## src/rtl/fnd_pkg.sv

```systemverilog
// ---------------------------------------------------------------
// fnd_pkg : shared glyph table, scan state encoding, blank pattern
// Revision: 1.0
// ---------------------------------------------------------------
`default_nettype none

package fnd_pkg;

  typedef enum logic [0:0] {
    ST_BLANK = 1'b0,
    ST_DRIVE = 1'b1
  } state_t;

  localparam logic [7:0] SEG_BLANK = 8'hFF;

  // Active-low {g,f,e,d,c,b,a} for hex 0..F.
  localparam logic [6:0] SEG_TABLE [16] = '{
    7'h40, 7'h79, 7'h24, 7'h30, 7'h19, 7'h12, 7'h02, 7'h78,
    7'h00, 7'h10, 7'h08, 7'h03, 7'h46, 7'h21, 7'h06, 7'h0E
  };

  function automatic logic [7:0] seg_encode(input logic [3:0] nib, input logic dp);
    return {~dp, SEG_TABLE[nib]};
  endfunction

endpackage

`default_nettype wire

```

## src/rtl/fnd_slot_timer.sv

```systemverilog
// ---------------------------------------------------------------
// fnd_slot_timer : free-running 0..SLOT_CYC-1 counter with wrap pulse
// Revision: 1.0
// ---------------------------------------------------------------
`default_nettype none

module fnd_slot_timer #(
  parameter int SLOT_CYC = 10,
  parameter int CNT_W    = 4
) (
  input  logic             i_clk,
  input  logic             i_reset,
  output logic [CNT_W-1:0] o_count,
  output logic             o_wrap
);

  localparam logic [CNT_W-1:0] c_last = CNT_W'(SLOT_CYC - 1);

  logic [CNT_W-1:0] r_count;

  assign o_count = r_count;
  assign o_wrap  = (r_count == c_last);

  always_ff @(posedge i_clk or posedge i_reset) begin
    if (i_reset) begin
      r_count <= '0;
    end else if (o_wrap) begin
      r_count <= '0;
    end else begin
      r_count <= r_count + CNT_W'(1);
    end
  end

endmodule

`default_nettype wire

```

## src/rtl/fnd_scan_controller.sv

```systemverilog
// ---------------------------------------------------------------
// fnd_scan_controller : 4-digit multiplexed 7-segment scanner with
// frame-synchronous update; FND_ZERO_BLANK_EN suppresses leading zeros.
// Revision: 1.0
// ---------------------------------------------------------------
`default_nettype none

module fnd_scan_controller
  import fnd_pkg::*;
#(
  parameter int CLK_HZ    = 100_000_000,
  parameter int SCAN_HZ   = 1000,
  parameter int BLANK_CYC = 1000
) (
  input  logic        i_clk,
  input  logic        i_reset,
  input  logic        i_wr_valid,
  input  logic [15:0] i_wr_data,
  input  logic [3:0]  i_wr_dp,
  output logic        o_wr_ready,
  output logic [3:0]  o_com,
  output logic [7:0]  o_seg,
  output logic        o_frame
);

  localparam int SLOT_CYC = CLK_HZ / SCAN_HZ;
  localparam int CNT_W    = (SLOT_CYC > 1) ? $clog2(SLOT_CYC) : 1;

  localparam logic [CNT_W-1:0] c_blank_last = CNT_W'(BLANK_CYC - 1);
  localparam logic [CNT_W-1:0] c_frame_pre  = CNT_W'(SLOT_CYC - 2);

  logic [CNT_W-1:0] w_count;
  logic             w_wrap;

  fnd_slot_timer #(
    .SLOT_CYC (SLOT_CYC),
    .CNT_W    (CNT_W)
  ) u_slot_timer (
    .i_clk   (i_clk),
    .i_reset (i_reset),
    .o_count (w_count),
    .o_wrap  (w_wrap)
  );

  state_t      r_state;
  logic [1:0]  r_idx;
  logic        r_frame;
  logic        r_ready;
  logic [15:0] r_pend_data;
  logic [3:0]  r_pend_dp;
  logic [15:0] r_disp_data;
  logic [3:0]  r_disp_dp;
  logic [3:0]  r_com;
  logic [7:0]  r_seg;

  logic [3:0]  w_nibble;
  logic        w_dp;
  logic        w_zero_blank;
  logic [7:0]  w_seg_drive;
  logic [3:0]  w_com_drive;

  assign w_nibble    = r_disp_data[{r_idx, 2'b00} +: 4];
  assign w_dp        = r_disp_dp[r_idx];
  assign w_com_drive = ~(4'b0001 << r_idx);

`ifdef FND_ZERO_BLANK_EN
  // A digit is a leading zero when it and every digit above it are zero.
  always_comb begin
    w_zero_blank = 1'b0;
    case (r_idx)
      2'd3:    w_zero_blank = (r_disp_data[15:12] == 4'h0);
      2'd2:    w_zero_blank = (r_disp_data[15:8]  == 8'h00);
      2'd1:    w_zero_blank = (r_disp_data[15:4]  == 12'h000);
      default: w_zero_blank = 1'b0;
    endcase
  end
`else
  assign w_zero_blank = 1'b0;
`endif

  assign w_seg_drive = w_zero_blank ? {~w_dp, 7'h7F} : seg_encode(w_nibble, w_dp);

  // State and digit index track the count the timer holds next cycle.
  always_ff @(posedge i_clk or posedge i_reset) begin
    if (i_reset) begin
      r_state <= ST_BLANK;
      r_idx   <= 2'd0;
      r_frame <= 1'b0;
      r_com   <= 4'b1111;
      r_seg   <= SEG_BLANK;
    end else begin
      case (r_state)
        ST_BLANK: if (!w_wrap && (w_count >= c_blank_last)) r_state <= ST_DRIVE;
        ST_DRIVE: if (w_wrap) r_state <= ST_BLANK;
        default:  r_state <= ST_BLANK;
      endcase
      if (w_wrap) r_idx <= r_idx + 2'd1;
      r_frame <= (w_count == c_frame_pre) && (r_idx == 2'd3);
      if (r_state == ST_DRIVE) begin
        r_com <= w_com_drive;
        r_seg <= w_seg_drive;
      end else begin
        r_com <= 4'b1111;
        r_seg <= SEG_BLANK;
      end
    end
  end

  // Ready is low exactly while an update waits for the frame boundary.
  always_ff @(posedge i_clk or posedge i_reset) begin
    if (i_reset) begin
      r_ready     <= 1'b1;
      r_pend_data <= 16'h0000;
      r_pend_dp   <= 4'h0;
      r_disp_data <= 16'h0000;
      r_disp_dp   <= 4'h0;
    end else if (r_frame && !r_ready) begin
      r_disp_data <= r_pend_data;
      r_disp_dp   <= r_pend_dp;
      r_ready     <= 1'b1;
    end else if (i_wr_valid && r_ready) begin
      r_pend_data <= i_wr_data;
      r_pend_dp   <= i_wr_dp;
      r_ready     <= 1'b0;
    end
  end

  assign o_wr_ready = r_ready;
  assign o_com      = r_com;
  assign o_seg      = r_seg;
  assign o_frame    = r_frame;

endmodule

`default_nettype wire

```

## config.mk

```make
export PLATFORM = sky130hd
export DESIGN_NAME = fnd_scan_controller
export DESIGN_NICKNAME = d
export VERILOG_FILES = /design/src/rtl/fnd_pkg.sv /design/src/rtl/fnd_slot_timer.sv /design/src/rtl/fnd_scan_controller.sv
export SDC_FILE = /design/constraint.sdc
export NUM_CORES = 1
export LEC_CHECK = 0
export ABC_AREA = 0
export CAP_MARGIN = 40
export CORE_MARGIN = 5
export CORE_UTILIZATION = 52
export CTS_BUF_LIST = sky130_fd_sc_hd__clkbuf_8
export CTS_CLUSTER_SIZE = 14
export DETAILED_ROUTE_END_ITERATION = 8
export GPL_TIMING_DRIVEN = 0
export PLACE_DENSITY = 0.75
export REMOVE_ABC_BUFFERS = 1
export SYNTH_ARGS = -nofsm -noshare
export SYNTH_HDL_FRONTEND = slang
export SYNTH_HIERARCHICAL = 1
export SYNTH_SLANG_ARGS = --single-unit
export TNS_END_PERCENT = 5
```

## constraint.sdc

```tcl
create_clock -name i_clk -period 2.24 [get_ports i_clk]
set_clock_uncertainty 0.2 [all_clocks]
set_input_delay 0.224 -clock i_clk [delete_from_list [all_inputs] [get_ports i_clk]]
set_output_delay 0.224 -clock i_clk [all_outputs]
set_load 0.01 [all_outputs]
```

Word level (Yosys, flattened, before mapping)
Memories as Yosys holds them, arrays and structs flattened.
Cells that the tools add are included.
- bits in registers: 74
- memory bits (read-only): 112
- input port bits: 23
- output and inout port bits: 14
- memories kept: 1
- memories (memory ; words ; bits a word ; rd ports ; clocked after Yosys merged registers in ; wr ports ; RTL line ; source):
    (no name shown) ; 16 ; 7 ; 1 ; 0 ; 0 ; fnd_pkg.sv:23 ; return {~dp, SEG_TABLE[nib]};
- add/subtract/negate cells: 2
- $lt $le $gt $ge: 3
- equal/unequal tests: 3
- shifts and indexed selects: 2
- multiplexer cells: 12
- bitwise logic cells: 5
- reductions and logical operators: 8
- operators by type and width (kind ; count):
    17-bit equality test, second input constant ; 2
    17-bit by 1-bit adder with 17-bit output, second input constant ; 1
    17-bit by 10-bit >= comparator with 1-bit output, second input constant ; 1
    17-bit 2-to-1 mux ; 1
    16-bit by 5-bit indexed part select with 4-bit output ; 1
    7-bit 2-to-1 mux ; 2
    8-bit 2-to-1 mux ; 1
    5-bit >= comparator, second input constant ; 1
    1-bit 2-to-1 mux ; 5
    4-bit NOT with 5-bit output ; 1
    1-bit logical AND ; 4
    4-bit 2-to-1 mux ; 1
    4-bit NOT ; 1
    1-bit by 2-bit << shifter with 4-bit output, first input constant ; 1
    2-bit by 3-bit less-than comparator with 1-bit output, second input constant ; 1
    1-bit NOT ; 3
    2-bit by 1-bit adder with 2-bit output, second input constant ; 1
    1-bit binary-select mux with 2-bit select ; 1
    2-bit equality test, second input constant ; 1
    1-bit zero test ; 2
    1-bit case mux with 2 select lines ; 1
    2-bit AND reduction ; 1
    2-bit nonzero test ; 1

Logic depth before layout (Yosys ltp)
Gate-level depths: netlist of the first run.
- word-level depth: 6
- depth in mapped cells: 7

Hierarchy
Netlist of the first run, hierarchy kept.
- by module, submodules not included (module ; times used ; cells each ; area an instance (µm²) ; seq. area each (µm²)):
    fnd_scan_controller ; 1 ; 175 ; 2539.9 ; 1442.6
    fnd_slot_timer ; 1 ; 75 ; 825.8 ; 425.4

Worst setup path after synthesis of the first run
OpenSTA, ideal clock, no wires.
- path kind: register -> register
- from: register r_idx[0]
- to: register r_seg[2] (netlist: o_seg[2])
- setup time: 0.083 ns
- arrival: 1.833 ns
- required time: 1.957 ns
- path slack: 0.124 ns
- stages on the path, launching flop included: 7
- path through: dfrtp_1 > buf_6 > mux4_1 > inv_1 > ha_1 > nor2b_1 > a221o_1
- longest elaborated chain between the ends: 6
- ends and longest elaborated chain (what ; RTL line ; source):
    from (decl) ; fnd_scan_controller.sv:46 ; logic [1:0] r_idx;
    from (signal assigned) ; fnd_scan_controller.sv:97 ; if (w_wrap) r_idx <= r_idx + 2'd1;
    16-bit by 5-bit indexed part select with 4-bit output ; fnd_scan_controller.sv:62 ; assign w_nibble = r_disp_data[{r_idx, 2'b00} +: 4];
    4-bit NOT with 5-bit output (implied by the code) ; fnd_pkg.sv:23 ;
    memory read 16 x 7 bit ; -- ;
    7-bit 2-to-1 mux (implied by the code) (2 in series) ; fnd_pkg.sv:23 ;
    8-bit 2-to-1 mux ; fnd_scan_controller.sv:99 ; if (r_state == ST_DRIVE) begin
    to (signal assigned) ; fnd_scan_controller.sv:101 ; r_seg <= w_seg_drive;
    to (decl) ; fnd_scan_controller.sv:54 ; logic [7:0] r_seg;
No other way between the ends. The select of a mux whose other input is x is not followed.
A chain may end at the register's enable or synchronous reset.

Worst setup path after layout of the first run
- from: register r_idx[1]
- to: register r_seg[1] (netlist: o_seg[1])
The elaborated chain is that of the path after synthesis.

==> impl_metrics.ini, run 1 <==
[power_and_ir_drop]
share_comb_of_total_power = 0.027
seq_power_share = 0.536
internal_power_mw = 1.93
net-switching-power_uw = 561
total_leakage_power_nw = 1.80
clock_power_share = 0.436
total_power_mw = 2.49
power.density_mw_per_mm2 = 617
switching_share = 0.225
irDropWorstVdd_uv = 341

[synth]
edff_count_synth = 0
ys_types = 40
synthesis.area_per_instance_um2 = 13.5
sequential_cell_area_fraction_in_the_yosys_report = 0.555
synthArstFlopShare = 1.00
netlist_instances = 250
synth.cell_area_mm2 = 0.00337
postSynthRegisterBits = 74
synth-main-ff-cell = dfrtp_1
yosysWarnings = 6

[clock_tree]
cts_tree = yes
htree_levels = 3
cts_made_buffers = 9
cts.root.buffer_cell = clkbuf_8
worst_setup_hold_path_clk_slew_ps = 80
clk_latency_ps = 340
clock-sinks = 74
cts.path.max_buffers = 2
cts_hold_buffers = 0

[timing]
max_slew.worst_pin.slew_ps = 672
slew_viol_final = 0
min_period_ps = 2120
rsz0062_at_grt = false
setup_viol_count_final = 0
slew_headroom = 0.551
max_freq_mhz = 472
hold_viol_final = 0
period_utilisation_layout = 0.946

[worst_setup_path]
rr_startpoint = r_idx[1]$_DFFE_PP0P_
critical_path_peak_fanout = 8
worst_path_class_setup = register to register
ff_to_ff_path_depth = 6
critPathMostFrequentCell = inv_1
cp_slowest_stage_delay_ps = 600
worst_ep_arrival_time_ps = 2200
critical_path.endpoint_type = register
worst_path_max_delay_cell = mux4_2
critical_path_required_ps = 2320
crit-reg2reg-capture = o_seg[1]$_DFF_PP1_
dominant_delay_contributor_by_cell_family_on_the_critical_path = multiplexers
setup.worst_path.start_class = register
setup.reg_to_reg.worst_slack_ps = 120
number_of_buffer_and_inverter_instances_along_the_worst_setup_path = 2
crit_chain = mux4_2, inv_1, ha_1, inv_1, mux2_2, o21ai_1

[layout]
mostFrequentLayoutCell = dfrtp_1
finalNetCount = 326
layout_stage_area_growth_over_the_synthesis_result_pct = 20.0
finish.utilization = 0.640
ratio_of_cells_with_drive_above_1_in_the_final_layout = 0.296
insertedDiodeCount = 0
most-common-layout-cells = dfrtp_1, mux2_2, clkdlybuf4s50_1

[worst_hold_path]
hp-class = input pin to async pin

[detailed_routing]
routed_wl_mm = 5.92
firstDrtPassIters = 5
detail_route.drc_violations = 0
routedWlPerCell_um = 15.8
vias = 2096
drt_first_iter_violations = 83
drt.antenna.violating_nets = 0
route.detailed.vias_per_inst = 5.60

[placed_design]
place_congestion = 0.880
place.port_buffers = 36
hpwlAfterDp_mm = 4.12

[grt]
grt_start_max_net_pins = 34
globalRoute.totalOverflow = 0
antenna_found_initial = 0
grt_usage = 0.157
global_route_wire_length_before_repair_mm = 10.2
grt_pass1_vias = 2088

[floorplan]
fp.dieW_um = 90.5
floorplan.core_area_mm2 = 0.00631
die_h_um = 90.5
fp.dieArea_mm2 = 0.00818
pin_count = 37
floorplan.initialDensity = 0.533
std_cell_rows = 29

[status]
status = finished clean

[job]
max_cap_violations = 0
[area by class of cell]
class / instances / area (um^2)
Inverter: 11 / 41.3
Tap cell: 77 / 96.3
Clock inverter: 6 / 72.6
Sequential cell: 74 / 1870
Clock buffer: 10 / 138
Multi-Input combinational cell: 156 / 1400
Fill cell: 492 / 2270
Timing Repair Buffer: 40 / 418
[cell families (layout without fill, tap and decap cells)]
logic type	Yosys count	in the layout	synth area share
compound gates	14	14	0.0309
xor+xnor	16	16	0.0416
fa+ha+maj	11	11	0.0409
buf+inv	20	67	0.0275
flops	74	74	0.555
mux	53	53	0.194
simple gates	62	62	0.110
[per-layer routing]
| layer | part of all wire | track usage |
|---|---|---|
| met5 | 0 | 0 |
| met1 | 0.46 | 0.213 |
| met2 | 0.47 | 0.237 |
| met4 | 0.023 | 0.0856 |
| met3 | 0.049 | 0.0325 |
[metrics by stage]
| step | TNS [ps] | cell area (um^2) | hold WS (ps) | cells | setup slack, ps |
|---|---|---|---|---|---|
| 2_1_floorplan | 0 | 3310 | -49.9 | 241 | 65.1 |
| 3_3_place_gp | -32690 | 3770 | 280 | 354 | -575 |
| 3_5_place_dp | -1490 | 3820 | 289 | 357 | -282 |
| 4_1_cts | 0 | 4040 | 121 | 374 | 115 |
| 5_1_grt | 0 | 4040 | 181 | 374 | 47.2 |
| 6_report | 0 | 4040 | 112 | 374 | 120 |
[synth_stat cells, types with 2 or more instances]
master	n	area share
buf_6	2	0.0067
xor2_1	5	0.013
inv_1	11	0.012
xnor2_1	11	0.029
nor4_2	2	0.0074
o31a_1	2	0.0052
clkbuf_1	4	0.0045
nor2b_1	3	0.0056
nand4_1	6	0.011
nand3_1	6	0.0089
a2bb2oi_1	2	0.0052
mux4_1	2	0.016
nand2_1	14	0.016
a31oi_1	2	0.0037
mux2_2	43	0.14
and4_1	2	0.0052
buf_2	2	0.0030
ha_1	11	0.041
dfstp_2	13	0.10
o21ai_0	3	0.0045
nor4_1	3	0.0056
mux2i_1	5	0.015
dfrtp_1	61	0.45
nor3_1	5	0.0074
mux4_2	3	0.020
nor2_1	13	0.014
[worst max path at each step]
| stage | from | to | slack (ps) | depth (start not counted) |
|---|---|---|---|---|
| after CTS | r_idx[1]$_DFFE_PP0P_ | o_seg[1]$_DFF_PP1_ | 120 | 6 |
| after global routing | u_slot_timer/o_count[0]$_DFF_PP0_ | r_idx[1]$_DFFE_PP0P_ | 50 | 5 |
| final | r_idx[1]$_DFFE_PP0P_ | o_seg[1]$_DFF_PP1_ | 120 | 6 |
| after global placement | i_reset | r_pend_data[2]$_DFFE_PP0P_ | -570 | 2 |
| after detailed placement | r_idx[0]$_DFFE_PP0P_ | o_seg[4]$_DFF_PP1_ | -280 | 5 |
| after floorplan | r_idx[0]$_DFFE_PP0P_ | o_seg[2]$_DFF_PP1_ | 70 | 5 |
[registers in the layout (all words and copies together), names as in the netlist]
signal                flops
u_slot_timer/o_count     17
r_disp_data              16
r_pend_data              16
o_seg                     8
o_com                     4
r_disp_dp                 4
r_pend_dp                 4
r_idx                     2
o_frame                   1
o_wr_ready                1
r_state                   1
[power by group through the flow]
stage	Sequential (mW)	Combinational [mW]	Clock (mW)
2_1_floorplan	1.36	0.0198	0
3_3_place_gp	1.36	0.0657	0
3_5_place_dp	1.36	0.0709	0
4_1_cts	1.34	0.0710	1.11
5_1_grt	1.34	0.0772	1.18
6_report	1.34	0.0679	1.09
[timing repair]
item	in CTS	in global routing
endpoints found under the hold margin	0	0
setup endpoints to repair	7	0
buffers inserted	1	0
resized for setup	3	0
No activity file was read; power rests on OpenSTA's default activity.
==> run 2, diff against run 1 <==
--- a/config.mk
+++ b/config.mk
@@ -7,10 +7,8 @@
 export LEC_CHECK = 0
 export ABC_AREA = 0
 export CAP_MARGIN = 40
-export CORE_MARGIN = 5
 export CORE_UTILIZATION = 52
 export CTS_BUF_LIST = sky130_fd_sc_hd__clkbuf_8
-export CTS_CLUSTER_SIZE = 14
 export DETAILED_ROUTE_END_ITERATION = 8
 export GPL_TIMING_DRIVEN = 0
 export PLACE_DENSITY = 0.75
==> run 2 against run 1 <==
  * Via count shrank 1.0%
  * Cell count rose by 0.27%
  * Largest power group unchanged
  * Critical endpoint unchanged
  * Highest routed layer unchanged
  * Clock power fell by 7%
  * Register-to-register slack barely moved
  * Critical path depth is the same
  * Flip-flop and latch count stayed put
  * Setup slack worse by 5.0 ps
  * Sequential share of layout area fell by 0.086 points
  * Sequential power hardly changed
  * Maximum frequency is 0.24% lower
==> impl_metrics.ini, run 2 (same netlist as run 1, synthesis figures left out) <==
[detailed_routing]
firstDrtPassIters = 4
drt_first_iter_violations = 125
drt.antenna.violating_nets = 0
routedWlPerCell_um = 15.7
detail_route.drc_violations = 0
route.detailed.vias_per_inst = 5.53
routed_wl_mm = 5.87
vias = 2074

[job]
max_cap_violations = 0

[worst_hold_path]
hp-class = input pin to async pin

[floorplan]
pin_count = 37
die_h_um = 82.5
fp.dieArea_mm2 = 0.00680
floorplan.core_area_mm2 = 0.00610
std_cell_rows = 28
fp.dieW_um = 82.5
floorplan.initialDensity = 0.552

[timing]
fin_tns_setup_ps = 0
hold_viol_final = 0
min_period_ps = 2130
holdWs_ps = 89.6
rsz0062_at_grt = false
slew_headroom = 0.554
period_utilisation_layout = 0.949
slew_viol_final = 0
max_freq_mhz = 471
max_slew.worst_pin.slew_ps = 669
setup_viol_count_final = 0

[grt]
antenna_found_initial = 0
global_route_wire_length_before_repair_mm = 9.82
grt_start_max_net_pins = 30
globalRoute.totalOverflow = 0
grt_usage = 0.204
grt_pass1_vias = 2002

[clock_tree]
clock-sinks = 74
cts.path.max_buffers = 2
htree_levels = 3
cts.root.buffer_cell = clkbuf_8
cts_made_buffers = 9
clk_latency_ps = 350
worst_setup_hold_path_clk_slew_ps = 80
cts_tree = yes
cts_hold_buffers = 0

[worst_setup_path]
worst_path_class_setup = register to register
critical_path_required_ps = 2310
worst_ep_arrival_time_ps = 2200
critical_path_peak_fanout = 8
setup.worst_path.start_class = register
critical_path.endpoint_type = register

[layout]
layoutNonFillerInstCount = 375
finalNetCount = 329
most-common-layout-cells = dfrtp_1, mux2_2, clkdlybuf4s50_1
finish.utilization = 0.664
mostFrequentLayoutCell = dfrtp_1
largest_register_ffs = 17
ratio_of_cells_with_drive_above_1_in_the_final_layout = 0.303
layout_stage_area_growth_over_the_synthesis_result_pct = 20.3
insertedDiodeCount = 0

[placed_design]
hpwlAfterDp_mm = 4.01
place.port_buffers = 36
place_congestion = 0.848
placedCellCount = 355

[power_and_ir_drop]
total_leakage_power_nw = 1.82
power.density_mw_per_mm2 = 598
irDropWorstVdd_uv = 493

[status]
status = finished clean
[run 2: worst max-delay path: stages, from the launching register on]
cell,delay [ps]
dfrtp_2,510
mux4_2,610
inv_1,160
ha_1,140
inv_1,50
mux2_2,260
o21ai_1,130
[run 2: final timing paths]
| check | cells past startpoint | startpoint | slack, ps | end |
|---|---|---|---|---|
| max | 6 | r_idx[1]$_DFFE_PP0P_ | 110 | o_seg[1]$_DFF_PP1_ |
| min | 2 | i_reset | 90 | r_pend_data[5]$_DFFE_PP0P_ |
| max reg2reg | 6 | r_idx[1]$_DFFE_PP0P_ | 110 | o_seg[1]$_DFF_PP1_ |
| min reg2reg | 1 | r_disp_dp[1]$_DFFE_PP0P_ | 300 | r_disp_dp[1]$_DFFE_PP0P_ |
| max in group asynchronous | 3 | i_reset | 1100 | o_seg[4]$_DFF_PP1_ |
| min in group i_clk | 2 | i_wr_dp[1] | 270 | r_pend_dp[1]$_DFFE_PP0P_ |
[run 2: area by class of cell]
cell class	instances	area (um^2)
timing repair buffer	43	440
clock buffer	10	138
multi-input combinational	156	1410
inverter	11	41.3
clock inverter	6	58.8
tap	75	93.8
sequential	74	1870
fill	482	2050
[run 2: metrics by stage]
| step | setup WS (ps) | power [mW] | cell area (um^2) |
|---|---|---|---|
| after floorplan | 65.1 | 1.38 | 3310 |
| after global placement | -587 | 1.43 | 3770 |
| after detailed placement | -253 | 1.43 | 3820 |
| after CTS | 2.77 | 2.45 | 4020 |
| after global routing | 28.7 | 2.51 | 4050 |
| final | 115 | 2.42 | 4050 |
[run 2: metal layers]
metal,GRT usage,part of all wire,vias up
met1,0.262,0.46,1039
met5,0,0,-
li1,-,-,975
met2,0.312,0.48,49
met3,0.0769,0.042,11
met4,0.0807,0.019,0
[run 2: power breakdown]
part           switching [mW]  total (mW)  leakage, nW  internal, mW
Combinational          0.0319      0.0692        0.746        0.0373
Clock                   0.477        1.01       0.0995         0.536
Sequential                  0        1.34        0.971          1.34
[run 2: what timing repair did]
action	in CTS	in global routing
buffers inserted	0	4
gates resized for setup	3	1
endpoints found under the setup margin	7	7
